## config.mk

```make
export PLATFORM = sky130hd
export DESIGN_NAME = t07_mmio_router
export DESIGN_NICKNAME = d
export VERILOG_FILES = /design/src/rtl/t07_mmio_router.sv
export SDC_FILE = /design/constraint.sdc
export NUM_CORES = 1
export LEC_CHECK = 0
export CORE_ASPECT_RATIO = 0.8
export CORE_MARGIN = 2
export CORE_UTILIZATION = 43
export DETAILED_ROUTE_END_ITERATION = 7
export MAX_ROUTING_LAYER = met4
export PLACE_DENSITY_LB_ADDON = 0.12
export SETUP_SLACK_MARGIN = 0.3
export SKIP_CTS_REPAIR_TIMING = 1
export SLEW_MARGIN = 30
export SYNTH_ARGS = -nofsm -noshare
export SYNTH_HDL_FRONTEND = slang
export SYNTH_SLANG_ARGS = --single-unit
```

## constraint.sdc

```tcl
create_clock -name clk -period 2.3 [get_ports clk]
set_clock_uncertainty 0.1 [all_clocks]
set_input_delay 0.23 -clock clk [delete_from_list [all_inputs] [get_ports clk]]
set_output_delay 0.23 -clock clk [all_outputs]
set_load 0.01 [all_outputs]
```

## src/rtl/t07_mmio_router.sv

```systemverilog
// Routes one CPU request at a time to Wishbone, the external register block or the SPI TFT.
// Illegal or unmapped requests, and requests whose target never answers, complete with cpu_err.
module t07_mmio_router #(
  parameter int unsigned IMEM_LIMIT = 1024,
  parameter int unsigned REG_BASE   = 1025,
  parameter int unsigned REG_LIMIT  = 1056,
  parameter int unsigned DMEM_BASE  = 1057,
  parameter int unsigned DMEM_LIMIT = 1792,
  parameter int unsigned TFT_BASE   = 1793,
  parameter int unsigned TFT_LIMIT  = 2047,
  parameter logic [7:0]  EXT_PREFIX = 8'h33,
  parameter int unsigned TIMEOUT    = 255
) (
  input  logic        clk,
  input  logic        nrst,
  input  logic        req_valid,
  input  logic [1:0]  req_rwi,
  input  logic [31:0] req_addr,
  input  logic [31:0] req_wdata,
  output logic        cpu_busy,
  output logic        cpu_done,
  output logic [31:0] cpu_rdata,
  output logic [31:0] cpu_instr,
  output logic        cpu_err,
  output logic        wb_read,
  output logic        wb_write,
  output logic [31:0] wb_addr,
  output logic [31:0] wb_wdata,
  input  logic [31:0] wb_rdata,
  input  logic        wb_busy,
  output logic        reg_ri,
  output logic [4:0]  reg_addr,
  input  logic [31:0] reg_rdata,
  input  logic        reg_ack,
  output logic        tft_wi,
  output logic [31:0] tft_addr,
  output logic [31:0] tft_wdata,
  input  logic        tft_ack
);

  localparam int unsigned CntW = (TIMEOUT > 1) ? $clog2(TIMEOUT) : 1;
  localparam logic [CntW-1:0] CntLast = CntW'(TIMEOUT - 1);

  typedef enum logic [1:0] {StIdle, StIssue, StWait, StDone} state_e;
  typedef enum logic [1:0] {TgtNone, TgtWb, TgtReg, TgtTft} tgt_e;

  state_e          state_q, state_d;
  tgt_e            tgt_q, tgt_d, dec_tgt;
  logic [1:0]      rwi_q, rwi_d;
  logic [31:0]     addr_q, addr_d, wdata_q, wdata_d;
  logic [31:0]     data_q, data_d, instr_q, instr_d;
  logic            err_q, err_d, ack_q, ack_d, busy_seen_q, busy_seen_d;
  logic [CntW-1:0] cnt_q, cnt_d;
  logic            tgt_ack, wb_done;

  always_comb begin
    dec_tgt = TgtNone;
    if (req_rwi == 2'b11 && req_addr <= IMEM_LIMIT) begin
      dec_tgt = TgtWb;
    end else if (req_rwi == 2'b10 && req_addr >= REG_BASE && req_addr <= REG_LIMIT) begin
      dec_tgt = TgtReg;
    end else if (req_rwi[1] != req_rwi[0] && req_addr >= DMEM_BASE && req_addr <= DMEM_LIMIT) begin
      dec_tgt = TgtWb;
    end else if (req_rwi == 2'b01 && req_addr >= TFT_BASE && req_addr <= TFT_LIMIT) begin
      dec_tgt = TgtTft;
    end
  end

  // Only the latched target's ack counts; the others are ignored.
  assign tgt_ack = (tgt_q == TgtReg && reg_ack) || (tgt_q == TgtTft && tft_ack);
  assign wb_done = (tgt_q == TgtWb) && busy_seen_q && !wb_busy;

  always_comb begin
    state_d     = state_q;
    tgt_d       = tgt_q;
    rwi_d       = rwi_q;
    addr_d      = addr_q;
    wdata_d     = wdata_q;
    data_d      = data_q;
    instr_d     = instr_q;
    err_d       = err_q;
    ack_d       = ack_q;
    busy_seen_d = busy_seen_q;
    cnt_d       = cnt_q;
    unique case (state_q)
      StIdle: begin
        if (req_valid && req_rwi != 2'b00) begin
          rwi_d       = req_rwi;
          addr_d      = req_addr;
          wdata_d     = req_wdata;
          tgt_d       = dec_tgt;
          data_d      = '0;
          ack_d       = 1'b0;
          busy_seen_d = 1'b0;
          err_d       = (dec_tgt == TgtNone);
          state_d     = (dec_tgt == TgtNone) ? StDone : StIssue;
        end
      end
      StIssue: begin
        cnt_d   = '0;
        state_d = StWait;
        if (tgt_q == TgtWb && wb_busy) busy_seen_d = 1'b1;
        if (tgt_ack) begin
          ack_d = 1'b1;
          if (tgt_q == TgtReg) data_d = reg_rdata;
        end
      end
      StWait: begin
        if (ack_q || tgt_ack || wb_done) begin
          state_d = StDone;
          if (!ack_q && tgt_q == TgtReg) data_d = reg_rdata;
          if (wb_done) begin
            data_d = wb_rdata;
            if (rwi_q == 2'b11) instr_d = wb_rdata;
          end
        end else if (cnt_q == CntLast) begin
          state_d = StDone;
          err_d   = 1'b1;
          data_d  = '0;
        end else begin
          cnt_d = cnt_q + 1'b1;
          if (tgt_q == TgtWb && wb_busy) busy_seen_d = 1'b1;
        end
      end
      StDone:  state_d = StIdle;
      default: state_d = StIdle;
    endcase
  end

  always_ff @(posedge clk or negedge nrst) begin
    if (!nrst) begin
      state_q     <= StIdle;
      tgt_q       <= TgtNone;
      rwi_q       <= '0;
      addr_q      <= '0;
      wdata_q     <= '0;
      data_q      <= '0;
      instr_q     <= '0;
      err_q       <= 1'b0;
      ack_q       <= 1'b0;
      busy_seen_q <= 1'b0;
      cnt_q       <= '0;
    end else begin
      state_q     <= state_d;
      tgt_q       <= tgt_d;
      rwi_q       <= rwi_d;
      addr_q      <= addr_d;
      wdata_q     <= wdata_d;
      data_q      <= data_d;
      instr_q     <= instr_d;
      err_q       <= err_d;
      ack_q       <= ack_d;
      busy_seen_q <= busy_seen_d;
      cnt_q       <= cnt_d;
    end
  end

  // All outputs decode from registered state so reset clears them immediately.
  assign cpu_busy  = (state_q == StIssue) || (state_q == StWait);
  assign cpu_done  = (state_q == StDone);
  assign cpu_err   = (state_q == StDone) && err_q;
  assign cpu_rdata = (state_q == StDone && !err_q && rwi_q == 2'b10) ? data_q : '0;
  assign cpu_instr = instr_q;

  assign wb_read   = (state_q == StIssue) && (tgt_q == TgtWb) && rwi_q[1];
  assign wb_write  = (state_q == StIssue) && (tgt_q == TgtWb) && (rwi_q == 2'b01);
  assign wb_addr   = (cpu_busy && tgt_q == TgtWb) ? {EXT_PREFIX, addr_q[23:0]} : '0;
  assign wb_wdata  = (cpu_busy && tgt_q == TgtWb) ? wdata_q : '0;

  assign reg_ri    = (tgt_q == TgtReg) &&
                     ((state_q == StIssue) || (state_q == StWait && !ack_q));
  assign reg_addr  = reg_ri ? addr_q[4:0] : '0;

  assign tft_wi    = (tgt_q == TgtTft) &&
                     ((state_q == StIssue) || (state_q == StWait && !ack_q));
  assign tft_addr  = tft_wi ? addr_q : '0;
  assign tft_wdata = tft_wi ? wdata_q : '0;

endmodule

```

==> impl_results.md, run 1 <==
* Outcome: finished with violations
* Failing checks: setup timing
* # DRC at 0
* CP max FO at 5
* Design area at 14000 sq um
* Hold Path Cell Cnt at 2
* Sequential cell area fraction in the yosys report at 47.2%
* Ys flop type: dfrtp_1
* Clock Power Share at 50.6%
* Arrival @ worst endpoint at 2.31 ns
* Pin count of the biggest net entering global routing at 70
* Sequential Power Share at 42.3%
* Vias in the first global route at 6675
* Hold crit path type: in2reg
* Setup WS post-layout at -0.340 ns
* Final Cycle Share at 115%
* Finished Layout Cells at 1372
* F_max at 0.379 GHz
* Cell mode on critical path: buf_6
* Post-Syn Instances at 689
* Hold Path Sink: addr_q[4]
* Fill cells at 992
* Setup Viol. Count Final at 124
* CP required at 1.97 ns
* Total power at 6.14 mW
* Pleak at 6.98 nW
* CTS buffer count at 17
* ANT nets after route at 0
* Critical path startpoint category: register
* Critical path class: reg2out
* Critical Path End Type: output pin
* Max incr delay on CP at 0.40 ns
* Worst path slowest cell: dfrtp_1
* Min cycle time layout at 2.64 ns
* Register area at 3630 sq um
* DIE WIDTH at 154 microns
* I/O pin total at 340
* Post-synth EDFFs at 0
* Die Span Y at 124 microns
* Psw at 1.36 mW
* Final RePlAce weighted congestion at 0.873
* Pre-CTS WS at -0.184 ns
* Max-slew violation count at 0
* Yosys reg bits at 145
* Number of nets in the layout at 1275
* CTS Root Cell: clkbuf_16
* Multi-input gate area at 4510 sq um
* Final HPWL DP at 17600 microns
* H-tree levels at 4
* Reg2reg end: data_q[15]
* Total of max-cap violations at 0
* Port Buf Inserts at 335
* Initial Util at 44.1%
* Global route total overflow at 0
* Crit-path cells: inv_2 -> ha_4 -> inv_2 -> o21a_1 -> nor2_4 -> buf_6 -> clkbuf_16 -> buf_8 -> buf_6 -> and2_4 -> buf_6
* Unique masters post-synth at 53
* Total core area at 17400 sq um
* CTS tree: yes
* Pwr/cell area at 437 nW/um^2
* Switching part of the total at 22.1%
* Vias per cell at 5.63
* Avg Cell Area, Syn at 11.2 sq um
* CTS clock-pin slew for the worst setup and hold paths at 0.06 ns
* Clk Latency, worst-skew pair at 0.43 ns
* Clock sink count at 145
* Post-synth ARST share at 100%
* R2R depth at 7
* Via Count at 7721
* Layout area overhead at 82.5%
* Reg2reg setup slack at 0.04 ns
* Headroom to the max-slew limit at 59.9%
* Global-route wire length before repair at 37500 microns
* Unrepaired setup endpoints after global routing: true
* Synth warnings at 0
* Combinational group share of total power at 7.1%
* Mapped Area at 7690 sq um
* Full die area at 19000 sq um
* Rows at 43
* Worst vdd ir at 481 uV
* Final wirelength at 32200 microns
* Least-Margin Pin Slew at 0.600 ns
* Area post-placement at 11600 sq um
* Clk buf depth at 2
* Cell Int Power at 4.78 mW
* Hold violation total from the final report at 0
* Drt wl/cell at 23.5 microns
* Tot GR Track Use at 26.0%
* DR pass1 iterations at 5
* Share of layout cells above drive strength 1 at 54.2%
* Dpl cells at 1245
* RR Startpoint: tgt_q[0]
* First DRT Iteration DRCs at 640
* Hold Startpoint: req_addr[4]
* Initial antenna violation count at 1
cell usage after synthesis (2+ instances only):
cell type / number / area share [%]
dfrtp_1: 145 / 47
and2_1: 103 / 8.4
mux2_2: 94 / 14
and3_1: 59 / 4.8
nor2_1: 42 / 2.0
clkbuf_1: 37 / 1.8
a22oi_1: 33 / 3.2
mux2_4: 31 / 6.0
nand2_1: 20 / 0.98
o21ai_0: 12 / 0.78
inv_1: 11 / 0.54
nand3_1: 11 / 0.72
ha_1: 10 / 1.6
buf_2: 7 / 0.46
buf_4: 7 / 0.68
nor4_1: 7 / 0.57
a21oi_1: 5 / 0.33
nor3_1: 4 / 0.26
o31ai_1: 4 / 0.39
buf_6: 3 / 0.44
mux2_1: 3 / 0.44
nand2b_1: 3 / 0.24
a21boi_1: 2 / 0.20
a311o_1: 2 / 0.26
and4_1: 2 / 0.23
o21ai_1: 2 / 0.13
o22a_1: 2 / 0.23
or4_1: 2 / 0.20
xor2_1: 2 / 0.23
through the flow:
| step | hold slack, ns | TNS, ns | util (%) |
|---|---|---|---|
| 6_report | 0.0421 | -19.13 | 80.5 |
| 3_5_place_dp | 0.121 | -2.13 | 66.8 |
| 2_1_floorplan | -0.166 | 0 | - |
| 4_1_cts | -0.335 | -57.48 | 70.5 |
| 5_1_grt | 0.0388 | -25.23 | 80.5 |
| 3_3_place_gp | 0.130 | -0.748 | 66.8 |
registers in the layout, indices dropped and copies added, names as in the netlist:
signal       flops
cnt_q            8
tgt_q            2
wdata_q         32
rwi_q            2
addr_q          32
err_q            1
data_q          32
busy_seen_q      1
ack_q            1
state_q          2
cpu_instr       32
worst max path at each step:
| stage | depth (start not counted) | startpoint | end |
|---|---|---|---|
| 3_5_place_dp | 6 | req_addr[15] | state_q[1] |
| 4_1_cts | 8 | state_q[0] | tft_addr[24] |
| 2_1_floorplan | 9 | state_q[0] | tft_addr[10] |
| 6_report | 11 | state_q[0] | tft_addr[26] |
| 3_3_place_gp | 6 | req_addr[15] | state_q[1] |
| 5_1_grt | 11 | state_q[0] | tft_addr[26] |
cells in the final DEF, fill, tap and decap left out, types with 5 or more instances in the layout:
cell type and n:
a22oi_1 7, a22oi_2 26, and2_1 32, and2_4 71
and3_1 44, and3_4 15, buf_12 21, buf_2 35
buf_4 56, buf_6 117, buf_8 13, bufinv_16 5
clkbuf_16 34, clkbuf_2 39, clkdlybuf4s50_1 165, clkinv_4 5
dfrtp_1 143, diode_2 5, dlymetal6s2s_1 7, ha_1 6
inv_1 6, mux2_2 94, mux2_4 34, nand2_1 18
nand3_1 5, nor2_1 39, nor4_1 5, o21ai_0 6
o21ai_2 5
worst max-delay path: cells and delay by family, from the launching register on:
kind            cells  cell delay [ns]
compound gates      1             0.21
fa+ha+maj           1             0.15
flops               1             0.40
buf+inv             7             0.72
simple gates        2             0.38
per-layer routing:
layer  vias up  routed length, microns  part of all wire [%]  track usage [%]
met5         -                       0                     0                -
met2       367                   15900                    50             42.2
met4         0                     840                   2.6             9.35
li1       3319                       -                     -                -
met1      3978                   13500                    42             33.3
met3        57                    1940                   6.0             4.56
cells by family after synthesis:
logic type	count (synthesis)	share of synthesized area, %
other cells	1	0.0487
xor+xnor	2	0.228
simple gates	259	19.1
compound gates	78	7.66
mux	128	20.2
buf+inv	66	3.97
fa+ha+maj	10	1.63
flops	145	47.2
area by class of cell:
| type | count | area share (%) |
|---|---|---|
| clock buffers | 19 | 3.08 |
| repair buffers | 471 | 34.9 |
| clock inverters | 13 | 1.51 |
| well taps | 225 | 2.01 |
| flip-flops and latches | 145 | 25.9 |
| inverters | 12 | 0.428 |
| diodes | 5 | 0.0891 |
| multi-input cells | 482 | 32.1 |
power by group through the flow:
stage               clock network (mW)  registers, mW  logic, mW
detailed placement                   0           2.64      0.407
floorplan                            0           2.64     0.0696
CTS                               3.11           2.59      0.412
global placement                     0           2.64      0.403
global route                      3.24           2.60      0.466
finish                            3.11           2.60      0.436
No activity file was read; power rests on OpenSTA's default activity.
==> run 2, diff against run 1 <==
Settings changed: ABC_AREA set to 1.
==> run 2 against run 1 <==
- cell area decreased by 10%
- combinational power rose to 10 times the previous value
- total power is 76% higher
- routed wire length shrank 15%
- count of clock-buffer cells in the layout is 1 higher
- non-clock buffer count fell by 81
- cell count is 19% higher
- largest cell class is now multi-input gates
- utilization shrank 10 points
- register-to-register slack better by 0.04 ns
- synthesized cell count up 50%
- the run still ends with setup timing left
==> impl_results.md, run 2 <==
* I/O pin total at 340 (unchanged)
* Avg Cell Area, Syn at 7.57 sq um (-32%)
* Combinational group share of total power at 41.7% (+35 points)
* CP Launch Point: state_q[1]
* Sequential Power Share at 32.7% (-9.6 points)
* Commonest non-fill, non-tap cells in the layout: nand2_1, clkdlybuf4s50_1, dfrtp_1
* Commonest cells post-synth: nand2_1, nor2_1, inv_1
* Reg2reg setup slack at 0.08 ns (+0.04 ns)
* Port Buf Inserts at 335 (unchanged)
* Cell Int Power at 6.51 mW (+36%)
* Clock sink count at 145 (unchanged)
* Synth area leader: dfrtp_1
* Min cycle time layout at 2.37 ns (-0.274 ns)
* Worst path slowest cell: dfrtp_2
* Clock Power Share at 25.6% (-25 points)
* Critical path startpoint category: register
* Vias in the first global route at 7529 (+13%)
* Setup Viol. Count Final at 62 (-50%)
* Total of max-cap violations at 0 (unchanged)
* Post-synth top area share at 46.3% (-0.89 points)
* Post-Syn Instances at 1036 (+50%)
* Arrival @ worst endpoint at 2.04 ns (-0.27 ns)
* Clk Latency, worst-skew pair at 0.42 ns (about the same)
* Initial antenna violation count at 0 (-1)
* Tot GR Track Use at 26.9% (+0.92 points)
* Number of nets in the layout at 1529 (+20%)
* Unique masters post-synth at 36 (-32%)
* Hold violation total from the final report at 0 (unchanged)
* Final HPWL DP at 18500 microns (+4.8%)
* Post-synth ARST share at 100% (unchanged)
* # DRC at 0 (unchanged)
* Cell mode on critical path: inv_2
* Mapped Area at 7840 sq um (+1.9%)
* Setup WS post-layout at -0.0658 ns (+0.274 ns)
* Global-route wire length before repair at 40100 microns (+7.1%)
* Sequential cell area fraction in the yosys report at 46.3% (-0.89 points)
* First DRT Iteration DRCs at 494 (-23%)
* Post-layout util at 70.2% (-10 points)
* Synth top area cells: dfrtp_1, nand2_1, nor2_1
* Outcome: finished with violations
* Clk buf depth at 2 (unchanged)
* Max-slew violation count at 0 (unchanged)
* R2R depth at 12 (+5)
* Worst vdd ir at 657 uV (+36%)
* Drt wl/cell at 16.9 microns (-28%)
* Headroom to the max-slew limit at 61.4% (+1.4 points)
* Switching part of the total at 39.8% (+18 points)
* CP max FO at 7 (+2)
* CTS tree: yes
* Reg2reg end: data_q[0]
* Yosys reg bits at 145 (unchanged)
* Synth warnings at 0 (unchanged)
* Critical Path End Type: output pin
* Total power at 10.8 mW (+76%)
* Unrepaired setup endpoints after global routing: true
* Global route total overflow at 0 (unchanged)
* Post-synth EDFFs at 0 (unchanged)
* DIE WIDTH at 155 microns (+0.93%)
* Rows at 44 (+2.3%)
* Via Count at 8122 (+5.2%)
* F_max at 0.423 GHz (+12%)
* Share of layout cells above drive strength 1 at 27.3% (-27 points)
* Max incr delay on CP at 0.38 ns (-0.02 ns)
* Commonest non-fill, non-tap cell in the layout: nand2_1
* Full die area at 19300 sq um (+1.9%)
* Failing checks: setup timing
* CTS buffer count at 17 (unchanged)
* Critical path class: reg2out
* Final Cycle Share at 103% (-12 points)
* Pin count of the biggest net entering global routing at 61 (-13%)
* Hold crit path type: in2async
* Crit-path cells: inv_2 -> ha_4 -> inv_2 -> nor2_4 -> clkinvlp_4 -> buf_8 -> clkbuf_16 -> nor2_1 -> buf_2
* CP required at 1.97 ns (about the same)
* ANT nets after route at 0 (unchanged)
* Final wirelength at 27400 microns (-15%)
* Pre-CTS WS at -0.0262 ns (+0.158 ns)
* Pwr/cell area at 855 nW/um^2 (+96%)
* CTS clock-pin slew for the worst setup and hold paths at 0.06 ns (about the same)
* Inserted Diodes at 0 (-5)
* Least-Margin Pin Slew at 0.579 ns (-0.0201 ns)
* Final RePlAce weighted congestion at 0.884 (+1.3%)
* CTS Root Cell: clkbuf_16
* RR Startpoint: state_q[0]
* Die Span Y at 125 microns (+0.92%)
* Ys flop type: dfrtp_1
* Layout area overhead at 61.2%
* DR pass1 iterations at 5 (unchanged)
* Most frequent cell after synthesis: nand2_1
* Psw at 4.30 mW (+220%)
* Initial Util at 43.6% (-0.58 points)
* H-tree levels at 4 (unchanged)
* Worst setup path end: wb_wdata[30]
* Total core area at 18000 sq um (+3.3%)
* Vias per cell at 5.00 (-11%)
* Pleak at 6.37 nW (-8.8%)
==> run 2: stage by stage <==
step | cells | area [sq um] | TNS, ns | hold WS [ns]
3_5_place_dp | 1573 | 11600 | -0.0342 | 0.153
2_1_floorplan | 1039 | 7870 | 0 | -0.166
6_report | 1626 | 12600 | -1.27 | 0.260
4_1_cts | 1605 | 12200 | -49.72 | -0.300
5_1_grt | 1626 | 12600 | -10.11 | 0.258
3_3_place_gp | 1573 | 11600 | -0.00265 | 0.160
==> run 2: critical path: cells and delay by family (launching register included) <==
family / cells / cell delay (ns)
buffers and inverters: 6 / 0.73
and+or+nand+nor: 2 / 0.22
adders and majority gates: 1 / 0.28
DFF: 1 / 0.38
==> run 2: worst min-delay path by stage <==
stage                  startpoint           to  cells after the start
floorplan                    nrst        ack_q                      0
CTS                          nrst   addr_q[30]                      1
global placement             nrst     cnt_q[2]                      1
finish                       nrst     cnt_q[2]                      2
detailed placement           nrst   addr_q[30]                      1
global route        req_wdata[17]  wdata_q[17]                      3
==> run 2: metal layers <==
metal / vias up / track usage (%) / share of wire (%)
li1: 3941 / - / -
met1: 3865 / 35.4 / 44
met2: 282 / 41.9 / 48
met3: 34 / 5.95 / 6.2
met4: 0 / 8.12 / 1.9
met5: - / - / 0
==> run 2: final cells by class <==
type / instances / area (sq um)
timing repair inverter: 1 / 11.3
timing repair buffer: 390 / 3730
fill: 1432 / 5360
inverter: 154 / 599
clock buffer: 20 / 457
clock inverter: 12 / 133
multi-input combinational: 674 / 3790
sequential: 145 / 3630
tap: 230 / 288
==> run 2: logic make-up after synthesis <==
group,after synthesis,synth area share (%)
xor gates and xnor gates,6,0.670
other,1,0.0478
and+or+nand+nor,463,23.4
AOI/OAI and AO/OA,183,15.1
adders and majority gates,10,1.60
buffers and inverters,220,11.8
DFF,145,46.3
muxes,8,1.15
==> run 2: power groups by stage <==
stage | registers [mW] | clock network [mW] | logic, mW
after floorplan | 3.52 | 0 | 2.69
after global placement | 3.54 | 0 | 3.99
after detailed placement | 3.56 | 0 | 4.05
after CTS | 3.52 | 2.81 | 4.07
after global routing | 3.62 | 2.95 | 4.98
final | 3.54 | 2.76 | 4.51
==> run 3, diff against run 2 <==
Settings changed: CORE_MARGIN 2 to unset.
==> run 3 against run 2 <==
- the run still ends with setup timing left
- routed wire length fell by 1.5%
- non-clock buffer count rose by 7
- global-route usage rose by 0.42 points
- total power rose by 2.7%
- utilization rose by 1.5 points
- largest cell class is now non-clock buffers
==> impl_results.md, run 3 (synthesis gave the netlist of run 2 again) <==
* Arrival @ worst endpoint at 2.29 ns (+0.25 ns)
* Total of max-cap violations at 0 (unchanged)
* Pwr/cell area at 880 nW/um^2 (+2.9%)
* Min cycle time layout at 2.62 ns (+0.258 ns)
* Finished Layout Cells at 1627 (+0.062%)
* Hold crit path type: in2reg
* Reg2reg setup slack at 0.17 ns (+0.09 ns)
* Worst hold margin at 0.263 ns (+0.00238 ns)
* TNS Setup at -13.15 ns (-11.88 ns)
* CP required at 1.97 ns (about the same)
* Commonest non-fill, non-tap cell in the layout: nand2_1
* Commonest non-fill, non-tap cells in the layout: nand2_1, clkdlybuf4s50_1, nor2_1
* # DRC at 0 (unchanged)
* Outcome: finished with violations
* R2R depth at 8 (-4)
* Final Cycle Share at 114% (+11 points)
* Initial Util at 44.6% (+1.0 points)
* Hold Path Sink: wdata_q[11]
* Final HPWL DP at 18400 microns (-0.33%)
* Hold violation total from the final report at 0 (unchanged)
* Headroom to the max-slew limit at 59.7% (-1.6 points)
* CTS buffer count at 17 (unchanged)
* Pleak at 7.04 nW (+11%)
* Reg2reg end: data_q[20]
* I/O pin total at 340 (unchanged)
* Final RePlAce weighted congestion at 0.870 (-1.7%)
* H-tree levels at 4 (unchanged)
* F_max at 0.381 GHz (-9.8%)
* Design area at 12600 sq um (-0.16%)
* Initial antenna violation count at 0 (unchanged)
* Global route total overflow at 0 (unchanged)
* Unrepaired setup endpoints after global routing: true
* Hold Startpoint: req_wdata[11]
* DR pass1 iterations at 6 (+1)
* WP buf/inv at 8 (+2)
* Die Span Y at 123 microns (-1.6%)
* Crit-path cells: inv_2 -> ha_4 -> inv_4 -> nor2_4 -> clkinvlp_4 -> buf_6 -> buf_6 -> buf_6 -> clkbuf_16 -> nor2_4 -> buf_6
* Worst vdd ir at 743 uV (+13%)
* RR Startpoint: state_q[0]
* Clock sink count at 145 (unchanged)
* Critical path startpoint category: register
* Critical path class: reg2out
* Critical Path End Type: output pin
* Clk Latency, worst-skew pair at 0.43 ns (about the same)
* First DRT Iteration DRCs at 615 (+24%)
* Dpl cells at 1566 (-0.45%)
* Final wirelength at 27000 microns (-1.5%)
* Vias in the first global route at 7356 (-2.3%)
* Fill cells at 1398 (-2.4%)
* CP max FO at 7 (unchanged)
* Cell depth of the worst setup path at 11 (+2)
* Pre-CTS WS at -0.00370 ns (+0.0226 ns)
* ANT nets after route at 0 (unchanged)
* Cell mode on critical path: buf_6
* Inserted Diodes at 0 (unchanged)
* Share of layout cells above drive strength 1 at 20.5% (-6.8 points)
* Drt wl/cell at 16.6 microns (-1.6%)
* Worst path slowest cell: dfrtp_1
* Least-Margin Pin Slew at 0.604 ns (+0.0243 ns)
* Pin count of the biggest net entering global routing at 63 (+3.3%)
* Clk buf depth at 2 (unchanged)
* Setup Viol. Count Final at 102 (+65%)
* Max incr delay on CP at 0.39 ns (about the same)
* Number of nets in the layout at 1535 (+0.39%)
* Setup WS post-layout at -0.323 ns (-0.258 ns)
* Port Buf Inserts at 335 (unchanged)
* CTS Root Cell: clkbuf_16
* Layout area overhead at 60.9%
* CTS tree: yes
* Tot GR Track Use at 27.4% (+0.42 points)
* Global-route wire length before repair at 38700 microns (-3.5%)
* Via Count at 8182 (+0.74%)
* Rows at 43 (-2.3%)
* Largest delay share family, worst path: buffers and inverters
* Full die area at 18800 sq um (-2.9%)
* DIE WIDTH at 153 microns (-1.3%)
* Max-slew violation count at 0 (unchanged)
* CTS clock-pin slew for the worst setup and hold paths at 0.06 ns (about the same)
* Area post-placement at 11500 sq um (-0.29%)
* Total core area at 17600 sq um (-2.3%)
* Hold Path Cell Cnt at 3
* Vias per cell at 5.03 (+0.68%)
* Failing checks: setup timing
## run 3: worst max-delay path by stage
stage / startpoint / endpoint / slack (ns)
finish: state_q[0] / wb_wdata[11] / -0.32
global route: state_q[0] / wb_wdata[7] / -0.45
CTS: state_q[1] / wb_wdata[8] / -0.46
detailed placement: state_q[1] / wb_wdata[8] / -0.004
global placement: state_q[1] / wb_wdata[8] / 0.05
floorplan: state_q[0] / tft_addr[10] / 0.32
## run 3: where the power goes
group	leakage [nW]	internal (mW)	switching, mW	total (mW)
clock network	0.308	1.86	1.17	3.04
registers	1.89	3.29	0.241	3.53
logic	4.85	1.64	2.90	4.54
total	7.04	6.79	4.31	11.1
## run 3: final cells by class
cell class,instances,area [sq um],share of cell area [%]
timing repair buffer,397,3950,31.3
clock buffer,18,439,3.48
tap,225,282,2.23
clock inverter,14,201,1.60
multi-input combinational,674,3530,28.0
sequential,145,3630,28.8
inverter,154,593,4.70
## run 3: metrics by stage
stage / utilization [%] / total power [mW]
floorplan: - / 6.21
global placement: 65.6 / 7.51
detailed placement: 65.6 / 7.58
CTS: 69.2 / 10.6
global route: 71.7 / 11.8
finish: 71.7 / 11.1
## run 3: routing by layer
metal	share of wire (%)	GRT usage (%)	routed length, microns	up-vias
li1	-	-	-	3936
met1	44	35.4	12000	3858
met2	47	43.7	12700	351
met3	6.8	6.25	1840	37
met4	1.8	6.76	494	0
met5	0	-	0	-
## run 3: tightest hold or removal path, delay by kind of cell
family,cells,cell delay [ns]
buffers and inverters,1,0.39
and+or+nand+nor,1,0.06
AOI/OAI and AO/OA,1,0.06
